$ cat config.mk
export PLATFORM = sky130hd
export DESIGN_NAME = fwd_hazard_sb
export DESIGN_NICKNAME = d
export VERILOG_FILES = /design/src/rtl/fwd_hazard_sb.sv
export SDC_FILE = /design/constraint.sdc
export NUM_CORES = 1
export LEC_CHECK = 0
export ABC_AREA = 0
export CAP_MARGIN = 0
export CORE_MARGIN = 3
export CORE_UTILIZATION = 53
export DETAILED_ROUTE_END_ITERATION = 8
export PLACE_DENSITY_LB_ADDON = 0.12
export SLEW_MARGIN = 40
export SYNTH_ARGS = -nofsm -noshare
export SYNTH_HDL_FRONTEND = slang
export SYNTH_SLANG_ARGS = --single-unit
$ cat constraint.sdc
create_clock -name clk_i -period 6 [get_ports clk_i]
set_input_delay 1.2 -clock clk_i [delete_from_list [all_inputs] [get_ports clk_i]]
set_output_delay 1.2 -clock clk_i [all_outputs]
set_load 0.01 [all_outputs]
$ cat src/rtl/fwd_hazard_sb.sv
// fwd_hazard_sb: forwarding and load-use hazard scoreboard for an in-order
// pipeline. Destination tags of in-flight writes shift one stage per clock
// from EX towards WB. Every ID source operand is checked against them to
// produce a combinational stall and a registered forwarding select that is
// presented while the instruction sits in EX.
module fwd_hazard_sb #(
    parameter int NUM_RS = 2,
    parameter int STAGES = 3,
    parameter int AW     = 5,
    parameter int CNT_W  = 16,
    localparam int SW    = $clog2(STAGES)
) (
    input  logic                 clk_i,
    input  logic                 rst_i,
    input  logic                 id_valid_i,
    input  logic [NUM_RS*AW-1:0] id_rs_i,
    input  logic [NUM_RS-1:0]    id_rs_used_i,
    input  logic [AW-1:0]        id_rd_i,
    input  logic                 id_regwrite_i,
    input  logic [SW-1:0]        id_ready_i,
    input  logic                 flush_i,
    output logic                 stall_o,
    output logic [NUM_RS*SW-1:0] fwd_sel_o,
    output logic [CNT_W-1:0]     stall_cnt_o
);

    // The last tracked stage (WB) writes a write-first register file, so a
    // producer there never needs forwarding and is never matched. Its tag
    // would only be retired, so only slots 0..STAGES-2 are stored.
    localparam int NSLOT = STAGES - 1;

    logic          slot_valid [NSLOT];
    logic [AW-1:0] slot_rd    [NSLOT];
    logic [SW-1:0] slot_ready [NSLOT];

    logic [NUM_RS-1:0]    port_hazard;
    logic [NUM_RS*SW-1:0] sel_pk;
    logic                 any_hazard;
    logic                 id_load;
    logic                 id_accept;

    // ------------------------------------------------------------------
    // Issue control
    // ------------------------------------------------------------------
    assign any_hazard = |port_hazard;

    // The stall is forced low while reset is asserted, and a flush wins over
    // a hazard seen in the same cycle.
    assign stall_o   = !rst_i && id_valid_i && !flush_i && any_hazard;

    // The ID instruction moves into EX this cycle.
    assign id_load   = id_valid_i && !stall_o && !flush_i;

    // Only real writes to a non-zero register are worth tracking.
    assign id_accept = id_load && id_regwrite_i && (id_rd_i != '0);

    // ------------------------------------------------------------------
    // Destination tag shift register
    // ------------------------------------------------------------------

    // Slot 0 takes the issuing producer, or a bubble.
    always_ff @(posedge clk_i or posedge rst_i) begin
        if (rst_i) begin
            slot_valid[0] <= 1'b0;
            slot_rd[0]    <= '0;
            slot_ready[0] <= '0;
        end else begin
            slot_valid[0] <= id_accept;
            slot_rd[0]    <= id_rd_i;
            slot_ready[0] <= id_ready_i;
        end
    end

    for (genvar gi = 1; gi < NSLOT; gi++) begin : g_shift
        // Each older slot takes the contents of the next younger one.
        always_ff @(posedge clk_i or posedge rst_i) begin
            if (rst_i) begin
                slot_valid[gi] <= 1'b0;
                slot_rd[gi]    <= '0;
                slot_ready[gi] <= '0;
            end else begin
                slot_valid[gi] <= slot_valid[gi-1];
                slot_rd[gi]    <= slot_rd[gi-1];
                slot_ready[gi] <= slot_ready[gi-1];
            end
        end
    end

    // ------------------------------------------------------------------
    // Per-port match, hazard and select
    // ------------------------------------------------------------------
    for (genvar gi = 0; gi < NUM_RS; gi++) begin : g_port
        logic [AW-1:0] rs;
        logic          port_live;
        logic          hit;
        logic [SW-1:0] hit_idx;
        logic [SW-1:0] hit_rdy;
        logic [SW-1:0] hit_sel;
        logic          not_ready;

        assign rs        = id_rs_i[gi*AW +: AW];
        assign port_live = id_rs_used_i[gi] && (rs != '0);

        // Scan from the oldest forwardable slot down to slot 0 so that the
        // youngest matching producer is the one left standing.
        always_comb begin
            hit     = 1'b0;
            hit_idx = '0;
            hit_rdy = '0;
            hit_sel = '0;
            for (int j = NSLOT - 1; j >= 0; j--) begin
                if (slot_valid[j] && (slot_rd[j] == rs)) begin
                    hit     = 1'b1;
                    hit_idx = SW'(j);
                    hit_rdy = slot_ready[j];
                    hit_sel = SW'(j + 1);
                end
            end
        end

        // The result exists once the producer has reached its ready stage;
        // until then the consumer must wait in ID.
        assign not_ready = hit_rdy > hit_idx;

        assign port_hazard[gi]     = port_live && hit && not_ready;
        assign sel_pk[gi*SW +: SW] = (port_live && hit && !not_ready) ? hit_sel : '0;
    end

    // ------------------------------------------------------------------
    // Registered outputs
    // ------------------------------------------------------------------

    // Selects follow the instruction into EX; a bubble forwards nothing.
    always_ff @(posedge clk_i or posedge rst_i) begin
        if (rst_i) begin
            fwd_sel_o <= '0;
        end else if (id_load) begin
            fwd_sel_o <= sel_pk;
        end else begin
            fwd_sel_o <= '0;
        end
    end

    // Saturating count of stalled cycles.
    always_ff @(posedge clk_i or posedge rst_i) begin
        if (rst_i) begin
            stall_cnt_o <= '0;
        end else if (stall_o && (stall_cnt_o != {CNT_W{1'b1}})) begin
            stall_cnt_o <= stall_cnt_o + 1'b1;
        end
    end

endmodule

==> results.json, run 1 <==
{
  "drive_above_1_share_pct": 14.0,
  "die_h_um": 65.1,
  "clockBufferDepth": 2,
  "vias_per_cell": 5.46,
  "status": "completed",
  "grt_pass1_vias": 1448,
  "setup_viol": 0,
  "slowest_stage": "clkdlybuf4s50_1",
  "syn_nets": 190,
  "synth_sequential_area_ratio_pct": 48.7,
  "syn_to_final_growth_pct": 30.8,
  "drtIter0Drc": 54,
  "avgSynthCellArea_um2": 11.3,
  "ant_nets": 0,
  "powerDensity_mw_per_mm2": 177,
  "synth_warnings": 0,
  "worstPathArrival_ns": 4.54,
  "io_buffers": 44,
  "reg2regPathDepth": 12,
  "post_drt_wl_per_cell_um": 15.4,
  "crit_path_end": "stall_o",
  "worstPathCellList": "clkdlybuf4s50_1 -> xor2_1 -> nor4_2 -> and3_2 -> nor4_4 -> a22oi_1 -> ha_1 -> nor2_1 -> nor2_1 -> nor4_1 -> o21ai_1 -> o31a_2 -> nor2b_1 -> clkdlybuf4s50_1",
  "overflow": 0,
  "n_antenna_cell": 0,
  "clk_pin_slew_ns": 0.10,
  "total_leakage_power_nw": 1.01,
  "clk_latency_ns": 0.35,
  "worstSetupPathType": "in2out",
  "maxCapViolCount": 0,
  "reg2reg_from": "slot_rd[9]",
  "postCtsHoldBufs": 0,
  "dieWidth_um": 65.1,
  "final_nets": 240,
  "crit_path_end_kind": "output pin",
  "multiInputGateArea_um2": 931,
  "antenna_found_initial": 0,
  "grt_max_degree": 37,
  "post-place-ws_ns": 0.191,
  "std_cell_rows": 20,
  "syn_inst": 163,
  "ios": 45,
  "grt_pass1_wl_um": 6700,
  "firstDrtPassIters": 4,
  "async_flop_share_pct": 100,
  "worst_slew_pin_slew_ns": 0.814,
  "fmax_mhz": 174,
  "cts_buffers": 5,
  "fill_cells": 229,
  "vias": 1408,
  "htreeDepth": 2,
  "finalCritPeriodShare_pct": 95.7,
  "rr_endpoint": "stall_cnt_o[1]",
  "cts_sinks": 36,
  "cp.required_ns": 4.80,
  "hold_viol_final": 0,
  "die-area_mm2": 0.00423,
  "place_congestion": 0.979,
  "total_power_mw": 0.429,
  "start_util_pct": 58.1,
  "clock-root-buffer": "clkbuf_4",
  "syn_area_mm2": 0.00185,
  "cp_max_fo": 5,
  "dpl.hpwl_um": 3040,
  "worstHoldPathType": "reg2reg",
  "vdd_drop_max_v": 0.000158,
  "setup_tns_ns": 0,
  "synth_cell_type_count": 37,
  "max_stage_delay_ns": 0.54,
  "r2r_slack_ns": 2.41,
  "startpoint_type": "primary input",
  "seqCellArea_um2": 901,
  "slew_headroom_pct": 45.3,
  "startpoint": "id_rs_i[9]",
  "min_period_ns": 5.74,
  "post-route-util_pct": 76.1,
  "track_usage_pct": 20.7,
  "synth_ff_type": "dfrtp_1",
  "cts_tree": "done",
  "drc": 0,
  "wirelength_um": 3980,
  "synth-edff-count": 0,
  "clock_skew_ns": 0.00823,
  "coreArea_mm2": 0.00318,
  "drv_slew": 0,
  "ys_seq_elements": 36,
  "fin_ws_ns": 0.256
}
[power by group]
group          leakage [nW]  switching, mW  internal, mW
registers             0.470        0.00608         0.248
clock network        0.0349         0.0814        0.0449
logic                 0.505         0.0224        0.0256
total                  1.01          0.110         0.319
[registers in the layout (all words and copies together) (netlist names)]
register     count
stall_cnt_o     16
slot_rd         10
fwd_sel_o        4
slot_ready       4
slot_valid       2
[cell families (layout without fill, tap and decap cells)]
logic type                 count (synthesis)  count (layout)  synth area share, %
DFF                                       36              36                 48.7
AOI/OAI and AO/OA                         21              21                 9.88
adders and majority gates                  3               3                 2.03
xor gates and xnor gates                  33              33                 15.6
and+or+nand+nor                           58              58                 19.0
muxes                                      4               4                 2.64
buffers and inverters                      8              59                 2.10
[cell type report]
cell class	instances	area share, %
multi-input combinational	119	38.5
sequential	36	37.3
timing repair buffer	46	18.8
tap	44	2.28
clock buffer	5	1.55
clock inverter	3	0.776
inverter	5	0.776
[worst min-delay path by stage]
stage / slack [ns] / depth (start not counted) / from / to
after detailed placement: 0.41 / 0 / slot_ready[2] / slot_ready[0]
after floorplan: 0.37 / 0 / slot_ready[2] / slot_ready[0]
after CTS: 0.43 / 0 / slot_ready[2] / slot_ready[0]
final: 0.44 / 0 / slot_ready[2] / slot_ready[0]
after global placement: 0.42 / 0 / slot_ready[2] / slot_ready[0]
after global routing: 0.44 / 0 / slot_ready[2] / slot_ready[0]
[synth_stat cells, types with 3 or more instances]
| cell | number | area, um^2 |
|---|---|---|
| and2_1 | 4 | 25.0 |
| nand3_1 | 3 | 15.0 |
| inv_1 | 5 | 18.8 |
| nor2_1 | 12 | 45.0 |
| o211ai_2 | 5 | 62.6 |
| dfrtp_1 | 36 | 901 |
| xor2_1 | 13 | 114 |
| or4_1 | 3 | 22.5 |
| nor2b_1 | 3 | 18.8 |
| ha_1 | 3 | 37.5 |
| nand2_1 | 8 | 30.0 |
| o21ai_1 | 4 | 20.0 |
| nor4_1 | 9 | 56.3 |
| and3_1 | 4 | 25.0 |
| o21ai_0 | 3 | 15.0 |
| xnor2_1 | 20 | 175 |
[routing by layer]
| metal | routed length, um | vias to the layer above | track usage (%) |
|---|---|---|---|
| met2 | 1960 | 49 | 34.2 |
| met1 | 1710 | 671 | 25.8 |
| li1 | - | 680 | - |
| met3 | 243 | 8 | 5.37 |
| met4 | 69 | 0 | 8.55 |
| met5 | 0 | - | 0 |
[worst max-delay path, delay by kind of cell]
| family | cells | cell delay [ns] |
|---|---|---|
| AND/OR/NAND/NOR | 7 | 1.41 |
| buffers and inverters | 2 | 1.01 |
| AO/OA/AOI/OAI | 3 | 0.47 |
| adder cells (fa/ha/maj) | 1 | 0.26 |
| XOR/XNOR | 1 | 0.20 |
[stage by stage]
step           instance area [um^2]  cells  hold WS (ns)
6_report                       2420    258         0.435
4_1_cts                        2390    258         0.435
3_3_place_gp                   2340    250         0.418
5_1_grt                        2420    258         0.443
2_1_floorplan                  1850    163         0.375
3_5_place_dp                   2340    250         0.411
[what timing repair did]
| item | in CTS | in global routing |
|---|---|---|
| buffers inserted | 0 | 0 |
| setup endpoints to repair | 0 | 1 |
| resized for setup | 0 | 4 |
[layout by cell type (no fill, tap or decap), drive strengths merged, types with 6 or more instances in the layout]
master / n
clkdlybuf4s50: 44
nor4: 11
nor2: 12
xor2: 13
o211ai: 6
o21ai: 8
nand2: 8
xnor2: 20
dfrtp: 36
(Power assumes the default switching activity.)
==> run 2, diff against run 1 <==
==> constraint.sdc (replaced) <==
create_clock -name clk_i -period 7 [get_ports clk_i]
set_input_delay 1.4 -clock clk_i [delete_from_list [all_inputs] [get_ports clk_i]]
set_output_delay 1.4 -clock clk_i [all_outputs]
set_load 0.02 [all_outputs]
==> run 2 against run 1 <==
Routed wire length decreased by 0.65%; final cell count unchanged; combinational power decreased by 18%; sequential power fell by 14%; register-to-register slack improved by 0.91 ns; design area decreased by 0.62%; worst setup slack improved by 0.44 ns; sequential cell count is the same; count of clock-buffer cells in the layout unchanged; total power decreased by 14%; first-iteration DRC count grew 120%; die area stayed put; highest routed layer unchanged.
==> results.json, run 2 (synthesis gave the netlist of run 1 again) <==
{
  "status": "completed",
  "overflow": 0,
  "place_inst": 249,
  "cts_sinks": 36,
  "min_period_ns": 6.30,
  "grt_setup_unrepaired": "no",
  "largestRegisters": "stall_cnt_o (16), slot_rd (10)",
  "cp.required_ns": 5.60,
  "grt_max_degree": 37,
  "std_cell_rows": 20,
  "total_leakage_power_nw": 1.00,
  "cts_resized": 0,
  "start_util_pct": 58.1,
  "design_area_mm2": 0.00240,
  "clockBufferDepth": 2,
  "slew_headroom_pct": 56.2,
  "postCtsHoldBufs": 0,
  "r2r_slack_ns": 3.32,
  "drive_above_1_share_pct": 13.1,
  "mostFrequentLayoutCells": "clkdlybuf4s50_1 (44), dfrtp_1 (36), xnor2_1 (20)",
  "startpoint": "id_rs_i[5]",
  "crit_path_end_kind": "output pin",
  "mostFrequentLayoutCell": "clkdlybuf4s50_1",
  "worstHoldPathType": "reg2reg",
  "n_antenna_cell": 0,
  "largest_reg_flops": 16,
  "reg2reg_from": "slot_rd[5]",
  "syn_to_final_growth_pct": 30.0,
  "drc": 0,
  "drtIter0Drc": 119,
  "hold_slack_ns": 0.432,
  "hold_viol_final": 0,
  "final_nets": 240,
  "worstPathArrival_ns": 4.90,
  "reg2regPathDepth": 13,
  "finalCritPeriodShare_pct": 90.0,
  "worst_slew_pin_slew_ns": 0.656,
  "wirelength_um": 3960,
  "setup_viol": 0,
  "powerDensity_mw_per_mm2": 154,
  "antenna_found_initial": 0,
  "vias": 1438,
  "maxCapViolCount": 0,
  "post_cts_buffers": 0,
  "crit_path_end": "stall_o",
  "post-route-util_pct": 75.6,
  "fill_cells": 234,
  "ios": 45,
  "dpl.hpwl_um": 3100,
  "clock-root-buffer": "clkbuf_4",
  "cts_buffers": 5,
  "dieWidth_um": 65.1,
  "ant_nets": 0,
  "top_register": "stall_cnt_o",
  "vdd_drop_max_v": 0.000139,
  "grt_pass1_wl_um": 6830,
  "postPlaceCellArea_mm2": 0.00233,
  "firstDrtPassIters": 4,
  "cp_max_fo": 5,
  "drv_slew": 0,
  "cts_tree": "done",
  "clk_latency_ns": 0.35,
  "io_buffers": 44,
  "rr_endpoint": "stall_cnt_o[1]",
  "coreArea_mm2": 0.00318,
  "track_usage_pct": 21.4,
  "final_cells": 258,
  "clk_pin_slew_ns": 0.10,
  "setup_tns_ns": 0,
  "post_drt_wl_per_cell_um": 15.3,
  "die_h_um": 65.1,
  "die-area_mm2": 0.00423,
  "startpoint_type": "primary input",
  "post-place-ws_ns": 0.745,
  "fin_ws_ns": 0.699,
  "vias_per_cell": 5.57,
  "worstSetupPathType": "in2out",
  "seqCellArea_um2": 901,
  "clock_skew_ns": 0.0114,
  "total_power_mw": 0.370,
  "htreeDepth": 2,
  "grt_pass1_vias": 1473,
  "multiInputGateArea_um2": 911,
  "fmax_mhz": 159,
  "place_congestion": 0.968
}
run 2: changes by cell type in the layout (fill, tap and decap cells not counted), sizes merged:
cell      before  now
clkinvlp       0    2
clkinv         3    1
run 2: cell type report:
cell class                      instances  area share (%)
Clock buffer                            5            1.56
Clock inverter                          3           0.990
Inverter                                5           0.781
Multi-Input combinational cell        119            37.9
Sequential cell                        36            37.5
Tap cell                               44            2.29
Timing Repair Buffer                   46            19.0
run 2: critical path: stages:
cell and delay [ns]:
clkdlybuf4s50_1 0.52, xor2_1 0.18, nor4_1 0.10, and3_1 0.21
nor4_1 0.47, a22oi_1 0.13, ha_1 0.33, nor2_1 0.18
nor2_1 0.06, nor4_1 0.26, o21ai_1 0.14, o31a_2 0.17
nor2b_1 0.12, clkdlybuf4s50_1 0.61
run 2: worst min-delay path by stage:
| stage | startpoint | end | slack [ns] | depth (start not counted) |
|---|---|---|---|---|
| floorplan | slot_ready[2] | slot_ready[0] | 0.37 | 0 |
| global placement | slot_ready[2] | slot_ready[0] | 0.42 | 0 |
| detailed placement | slot_ready[2] | slot_ready[0] | 0.41 | 0 |
| CTS | slot_ready[2] | slot_ready[0] | 0.43 | 0 |
| global route | slot_ready[2] | slot_ready[0] | 0.46 | 0 |
| finish | slot_ready[2] | slot_ready[0] | 0.43 | 0 |
run 2: per-layer routing:
layer	GRT usage, %	routed length (um)	vias to the layer above
met3	6.93	268	6
met1	26.0	1630	705
met5	0	0	-
met2	34.9	2000	45
li1	-	-	682
met4	9.07	65	0
run 2: power breakdown:
part	switching, mW	internal [mW]
registers	0.00540	0.213
logic	0.0178	0.0217
clock network	0.0728	0.0395
total	0.0959	0.274
